<file path="src/rtl/mc_control.sv">
// Multi-cycle MIPS-subset control FSM: sequences fetch/decode/execute/memory/writeback and drives datapath controls.
// Optional ILLEGAL_TRAP_EN adds an `illegal` output and a sticky TRAP state for unknown opcode/funct.
module mc_control (
  input  logic        clk,
  input  logic        rst,
  input  logic [5:0]  opcode,
  input  logic [5:0]  funct,
  input  logic        zero,
  output logic [2:0]  alu_ctrl,
  output logic        alu_src_a,
  output logic [1:0]  alu_src_b,
  output logic [1:0]  pc_src,
  output logic        pc_en,
  output logic        iord,
  output logic        mem_read,
  output logic        mem_write,
  output logic        ir_write,
  output logic        reg_dst,
  output logic        mem_to_reg,
  output logic        reg_write,
  output logic        instr_done,
`ifdef ILLEGAL_TRAP_EN
  output logic        illegal,
`endif
  output logic [31:0] instr_cnt
);

  localparam logic [5:0] OP_RTYPE = 6'h00;
  localparam logic [5:0] OP_LW    = 6'h23;
  localparam logic [5:0] OP_SW    = 6'h2B;
  localparam logic [5:0] OP_BEQ   = 6'h04;
  localparam logic [5:0] OP_ADDI  = 6'h08;
  localparam logic [5:0] OP_J     = 6'h02;

  localparam logic [2:0] ALU_ADD = 3'b000;
  localparam logic [2:0] ALU_SUB = 3'b001;
  localparam logic [2:0] ALU_AND = 3'b011;
  localparam logic [2:0] ALU_OR  = 3'b100;

  typedef enum logic [3:0] {
    S_FETCH, S_DECODE, S_MEMADR, S_MEMRD, S_MEMWB, S_MEMWR,
    S_EXEC, S_RWB, S_BRANCH, S_ADDIEXEC, S_ADDIWB, S_JUMP
`ifdef ILLEGAL_TRAP_EN
    , S_TRAP
`endif
  } state_t;

  state_t      state;
  logic [31:0] cnt;
  logic [2:0]  funct_alu;
  logic        funct_known;

  always_comb begin
    funct_alu   = ALU_ADD;
    funct_known = 1'b1;
    case (funct)
      6'h20:   funct_alu = ALU_ADD;
      6'h22:   funct_alu = ALU_SUB;
      6'h24:   funct_alu = ALU_AND;
      6'h25:   funct_alu = ALU_OR;
      default: funct_known = 1'b0;
    endcase
  end

  always_ff @(posedge clk) begin
    if (rst) begin
      state <= S_FETCH;
      cnt   <= '0;
    end else begin
      if (instr_done) cnt <= cnt + 32'd1;
      case (state)
        S_FETCH:  state <= S_DECODE;
        S_DECODE: begin
          case (opcode)
            OP_LW, OP_SW: state <= S_MEMADR;
            OP_RTYPE:     state <= S_EXEC;
            OP_BEQ:       state <= S_BRANCH;
            OP_ADDI:      state <= S_ADDIEXEC;
            OP_J:         state <= S_JUMP;
`ifdef ILLEGAL_TRAP_EN
            default:      state <= S_TRAP;
`else
            default:      state <= S_FETCH;
`endif
          endcase
        end
        S_MEMADR:   state <= (opcode == OP_LW) ? S_MEMRD : S_MEMWR;
        S_MEMRD:    state <= S_MEMWB;
`ifdef ILLEGAL_TRAP_EN
        S_EXEC:     state <= funct_known ? S_RWB : S_TRAP;
        S_TRAP:     state <= S_TRAP;
`else
        S_EXEC:     state <= S_RWB;
`endif
        S_ADDIEXEC: state <= S_ADDIWB;
        default:    state <= S_FETCH;
      endcase
    end
  end

  // Moore decode, except alu_ctrl in EXEC (funct) and pc_en in BRANCH (zero); rst blanks everything.
  always_comb begin
    alu_ctrl   = ALU_ADD;
    alu_src_a  = 1'b0;
    alu_src_b  = 2'b00;
    pc_src     = 2'b00;
    pc_en      = 1'b0;
    iord       = 1'b0;
    mem_read   = 1'b0;
    mem_write  = 1'b0;
    ir_write   = 1'b0;
    reg_dst    = 1'b0;
    mem_to_reg = 1'b0;
    reg_write  = 1'b0;
    instr_done = 1'b0;
`ifdef ILLEGAL_TRAP_EN
    illegal    = 1'b0;
`endif
    if (!rst) begin
      case (state)
        S_FETCH: begin
          mem_read  = 1'b1;
          ir_write  = 1'b1;
          alu_src_b = 2'b01;
          pc_en     = 1'b1;
        end
        S_DECODE: begin
          alu_src_b = 2'b11;
`ifndef ILLEGAL_TRAP_EN
          instr_done = !(opcode inside {OP_LW, OP_SW, OP_RTYPE, OP_BEQ, OP_ADDI, OP_J});
`endif
        end
        S_MEMADR: begin
          alu_src_a = 1'b1;
          alu_src_b = 2'b10;
        end
        S_MEMRD: begin
          iord     = 1'b1;
          mem_read = 1'b1;
        end
        S_MEMWB: begin
          mem_to_reg = 1'b1;
          reg_write  = 1'b1;
          instr_done = 1'b1;
        end
        S_MEMWR: begin
          iord       = 1'b1;
          mem_write  = 1'b1;
          instr_done = 1'b1;
        end
        S_EXEC: begin
          alu_src_a = 1'b1;
          alu_ctrl  = funct_alu;
        end
        S_RWB: begin
          reg_dst    = 1'b1;
          reg_write  = 1'b1;
          instr_done = 1'b1;
        end
        S_BRANCH: begin
          alu_src_a  = 1'b1;
          alu_ctrl   = ALU_SUB;
          pc_src     = 2'b01;
          pc_en      = zero;
          instr_done = 1'b1;
        end
        S_ADDIEXEC: begin
          alu_src_a = 1'b1;
          alu_src_b = 2'b10;
        end
        S_ADDIWB: begin
          reg_write  = 1'b1;
          instr_done = 1'b1;
        end
        S_JUMP: begin
          pc_src     = 2'b10;
          pc_en      = 1'b1;
          instr_done = 1'b1;
        end
`ifdef ILLEGAL_TRAP_EN
        S_TRAP: illegal = 1'b1;
`endif
        default: ;
      endcase
    end
  end

  assign instr_cnt = rst ? 32'd0 : cnt;

endmodule

</file>
<file path="config.mk">
export PLATFORM = sky130hd
export DESIGN_NAME = mc_control
export DESIGN_NICKNAME = d
export VERILOG_FILES = /design/src/rtl/mc_control.sv
export SDC_FILE = /design/constraint.sdc
export NUM_CORES = 1
export LEC_CHECK = 0
export ABC_AREA = 1
export CAP_MARGIN = 20
export CORE_ASPECT_RATIO = 1.25
export CORE_MARGIN = 1.5
export CORE_UTILIZATION = 34
export DETAILED_ROUTE_END_ITERATION = 12
export GPL_TIMING_DRIVEN = 0
export PLACE_DENSITY_LB_ADDON = 0.12
export RECOVER_POWER = 100
export SETUP_SLACK_MARGIN = 0.05
export SLEW_MARGIN = 40
export SYNTH_ARGS = -nofsm -noshare
export SYNTH_HDL_FRONTEND = slang
export SYNTH_SLANG_ARGS = --single-unit
</file>
<file path="constraint.sdc">
create_clock -name clk -period 2.2 [get_ports clk]
set_clock_uncertainty 0.15 [all_clocks]
set_input_delay 0.44 -clock clk [delete_from_list [all_inputs] [get_ports clk]]
set_output_delay 0.44 -clock clk [all_outputs]
set_load 0.005 [all_outputs]
</file>
Yosys cells after proc, flatten, opt, wreduce, memory -nomap -nowiden
Index checks and enable logic that the tools add are counted.
- flip-flop bits (word level): 36
- equal/unequal tests: 19
- reduce and logical (&&, ||, !) cells: 12
- add/sub/neg operators: 1
- multiplexer cells: 31
- operators with widths (kind ; count):
    adder 32 x 1 -> 32 bit, second input constant ; 1
    2-to-1 mux 32 bit ; 1
    == test 6 bit, second input constant ; 5
    case mux 4 bit (6 select lines) ; 1
    case mux 4 bit (5 select lines) ; 1
    2-to-1 mux 1 bit ; 18
    == test 4 x 3 -> 1 bit, second input constant ; 4
    == test 4 bit, second input constant ; 4
    OR reduction 2 bit ; 5
    case mux 3 bit (3 select lines) ; 1
    == test 4 x 2 -> 1 bit, second input constant ; 2
    == test 6 x 2 -> 1 bit, second input constant ; 1
    == test 6 x 3 -> 1 bit, second input constant ; 1
    == test 6 x 4 -> 1 bit, second input constant ; 1
    zero test 6 bit ; 1
    2-to-1 mux 3 bit ; 2
    case mux 2 bit (3 select lines) ; 1
    case mux 3 bit (2 select lines) ; 1
    nonzero test 6 bit ; 1
    OR reduction 6 bit ; 1
    == test 4 x 1 -> 1 bit, second input constant ; 1
    zero test 4 bit ; 1
    2-to-1 mux 2 bit ; 2
    case mux 1 bit (2 select lines) ; 2
    4 further kinds ; 4

Longest topological paths before layout
- depth in word-level cells: 5
- depth in mapped cells: 13
- depth with buffers taken out: 11

Worst setup path before layout
No wires, ideal clock.
- kind: input to output
- from: in opcode[0]
- to: out instr_done
- cell stages on the path: 9
- data required time: 1.610 ns
- buffers on the path: 1
- slack: 0.391 ns
- data arrival time: 1.219 ns
- path through: nor2_1 nand3_1 nand2_1 nor2_1 nand2_1 nand2_1 buf_6 nand2_2 inv_2
- word-level cells in the longest chain between the ends: 5
- elaborated cells between the ends (all ways): 10
- those cells by class: eq/ne (5); mux (2); reduce/logical (3)
- ends and longest elaborated chain (element ; RTL line ; RTL):
    start: declaration ; 6 ; input logic [5:0] opcode,
    == test 6 bit (tied with other cells) ; 130 ; instr_done = !(opcode inside {OP_LW, OP_SW, OP_RTYPE, OP_BEQ, OP_ADDI, OP_J});
    nonzero test 6 bit (*) ; 130 ;
    zero test 1 bit (*) ; 130 ;
    case mux 1 bit (2 select lines) (*) ; 120 ; case (state)
    2-to-1 mux 1 bit (*) ; 119 ; if (!rst) begin
    end: declaration ; 21 ; output logic instr_done,
Mark *: on every way between the ends. The rest lies on a longest branch, timed or not.

Worst setup path in the final report
- from: reg state[0]
- to: out instr_done
- word-level cells in the longest chain between the ends: 4
- elaborated cells between the ends (all ways): 10
- those cells by class: eq/ne (7); mux (2); reduce/logical (1)
- ends and longest elaborated chain (element ; RTL line ; RTL):
    start: declaration ; 48 ; state_t state;
    start signal: assignment ; 87 ; S_MEMADR: state <= (opcode == OP_LW) ? S_MEMRD : S_MEMWR;
    == test 4 bit or == test 4 x 3 -> 1 bit (tied branches) ; 120 ;
    OR reduction 6 bit (no line) ; - ;
    case mux 1 bit (2 select lines) (*) ; 120 ;
    2-to-1 mux 1 bit (*) ; 119 ;
Marked as above.

==> run metrics <==
Starting Density=a little over a third; Setup Total Neg Slack=0 ps; outcome=completed; Post-Syn Area=2670 um^2; crit path DAT=about 1600 ps; Synth Instances=about 490; Vias=3323; CP Cell Sequence=inv_2 > nand2_1 > nand2_1 > o21ai_2 > inv_1 > nand2_2 > buf_6 > nand2_8 > inv_2 > clkdlybuf4s15_1; non-filler cells, final=675; register clock-pin slew on the reported worst setup and hold paths=80 ps; Fillers=802; Critical-path top delay cell=dfxtp_2; overall power=1520 uW; RSZ-0062 raised after global routing=true; Req. time, crit path=1610 ps; DRT Pass-1 Iters=4; Psw=about 420 uW; overall die height=slightly above 100 um; Post-DP HPWL=6120 um; core footprint=approximately 7500 um^2; Die Wd=82.2 um; Ports=64; placed insts=648; final worst slack=27.0 ps; Switching Share=between 20% and 30%; Synth area leader=dfxtp_1; delay-heaviest family, CP=buffers and inverters; Clock Sinks=36; pre-CTS setup slack=-817 ps; first-pass GRT wire length=~14000 um; clock share of power=39.3%; clock buffer depth=2; post-synthesis sequential area ratio=27.0%; Worst Setup End Kind=output port; area of the multi-input gates=1740 um^2; worst setup path category=register to output port; post-synthesis net count=509; top-area cell type share of the netlist area=27.0%; detailed-route wire length per cell=around 12 um; clk_lat worst skew=300 ps; period utilisation layout=98.8%; CP max stage delay=around 330 ps; Seq. cell area=728 um^2; Max Slew Vio Count=0; maximum vdd drop=0.228 mV; root buffer cell=clkbuf_8; final core occ=50.6%; Slew HR=63.2%; total gr overflow=0; pwr dens=402 nW/um^2; Residual DRC=0; Area Growth Syn to Fin=42.1%; H-tree levels=2; CTS Buf Count=5; max cap viols=0; Least-Margin Pin Slew=552 ps; Synth warnings=0; nets=~600; crit path launch type=register; vias per cell=4.92; Buf/Inv on CP=5; Synth Flop Type=dfxtp_1; Rows=35; Cell variety after synth=31; Pint=1110 uW; Buffers on Ports=63; TritonCTS clock tree=built; Comb pwr share=17.1%; min cycle time layout=between 2000 and 2500 ps; asr flop ratio synth=0%; Avg Cell Area, Syn=between 5 and 6 um^2; initial antenna violation count=0; die footprint=8390 um^2; initial drt markers=154; synthesized flop and latch total=36; Final Hold Fails=0; Tot GR Track Use=21.0%; largest net degree at the start of global routing=12; gpl congestion=0.945; Pleak=between 0.0015 and 0.002 uW; Hold WC Path Type=register to register; register share of total power=between 40% and 50%; Fmax=460 MHz; ANT cells=0; share of cells above drive strength 1=between 10% and 20%; worst-path fanout max=5; number of setup violations in the final report=0; vias in the first global route=3094; antenna-violating nets left=0; top cells by area, synth=dfxtp_1, nand2_1, nor2_1, inv_1, nand3_1; most frequent cell after synthesis=nand2_1; Commonest cells post-synth=nand2_1, nor2_1, inv_1, nand3_1, dfxtp_1; WL final=8400 um; Post-synth EDFFs=0
==> per-layer routing <==
layer	vias to the layer above	GRT usage, %	wire length (um)
li1	1695	-	-
met1	1538	25.5	3620
met2	80	36.6	4280
met3	10	3.57	388
met4	0	7.17	118
met5	-	0	0
==> metrics by stage <==
step / hold slack [ps] / instance area, um^2
2_1_floorplan: 304 / 2670
3_5_place_dp: 331 / 3410
3_3_place_gp: 318 / 3410
5_1_grt: 368 / 3790
6_report: 337 / 3790
4_1_cts: 338 / 3670
==> sequential cells by signal (all words and copies together), names as in the netlist <==
register / count
cnt: 32
state: 4
==> cell families after synthesis <==
| logic type | count (synthesis) | share of synthesized area, % |
|---|---|---|
| AO/OA/AOI/OAI | 29 | 6.00 |
| flip-flops | 36 | 27.0 |
| adder cells (fa/ha/maj) | 1 | 0.469 |
| buffers and inverters | 84 | 13.2 |
| AND/OR/NAND/NOR | 343 | 53.3 |
==> power groups by stage <==
stage / logic (uW) / registers (uW) / clock network, uW
6_report: 261 / 664 / 598
5_1_grt: 282 / 665 / 646
4_1_cts: 235 / 666 / 615
3_5_place_dp: 211 / 680 / 0
3_3_place_gp: 210 / 680 / 0
2_1_floorplan: 117 / 679 / 0
==> worst reg2reg max path, delay by kind of cell (launching register included) <==
| family | cells | cell delay (ps) |
|---|---|---|
| buf+inv | 6 | 780 |
| simple gates | 4 | 390 |
| flops | 1 | 330 |
| compound gates | 2 | 200 |
==> worst paths after layout <==
check | from | to | slack [ps] | depth (start not counted)
hold / removal | cnt[31] | cnt[31] | 340 | 2
hold reg to reg | cnt[31] | cnt[31] | 340 | 2
setup reg to reg | state[0] | cnt[5] | 260 | 12
setup / recovery | state[0] | instr_done | 30 | 10
==> final cells by class <==
cell class,instances,area share (%)
clock buffers,6,1.91
plain buffers,15,3.89
flip-flops and latches,36,19.2
well taps,92,3.04
clock inverters,2,0.924
multi-input cells,373,46.0
inverters,69,6.90
repair buffers,82,18.2
==> timing repair <==
item	in CTS	in global routing
cloned	1	0
buffers inserted	9	9
gates resized for setup	116	46
pin swaps	12	21
hold buffers	0	0
setup endpoints to repair	49	17
==> placed cells by master, fill, tap and decap left out, types with 2 or more instances in the layout <==
master and count:
a21oi_1 17, buf_2 5, buf_4 19, buf_6 8, clkbuf_1 3, clkbuf_2 6
clkbuf_8 8, clkdlybuf4s15_1 4, clkdlybuf4s50_1 4, dfxtp_1 32, dfxtp_2 3, dlygate4sd2_1 40
dlymetal6s2s_1 4, inv_1 61, inv_2 7, nand2_1 144, nand2_2 6, nand3_1 38
nand3_2 4, nand4_1 5, nor2_1 111, nor2_2 8, nor2_4 8, nor3_1 10
nor3_2 2, o21ai_2 4
No activity file was read; power rests on OpenSTA's default activity.
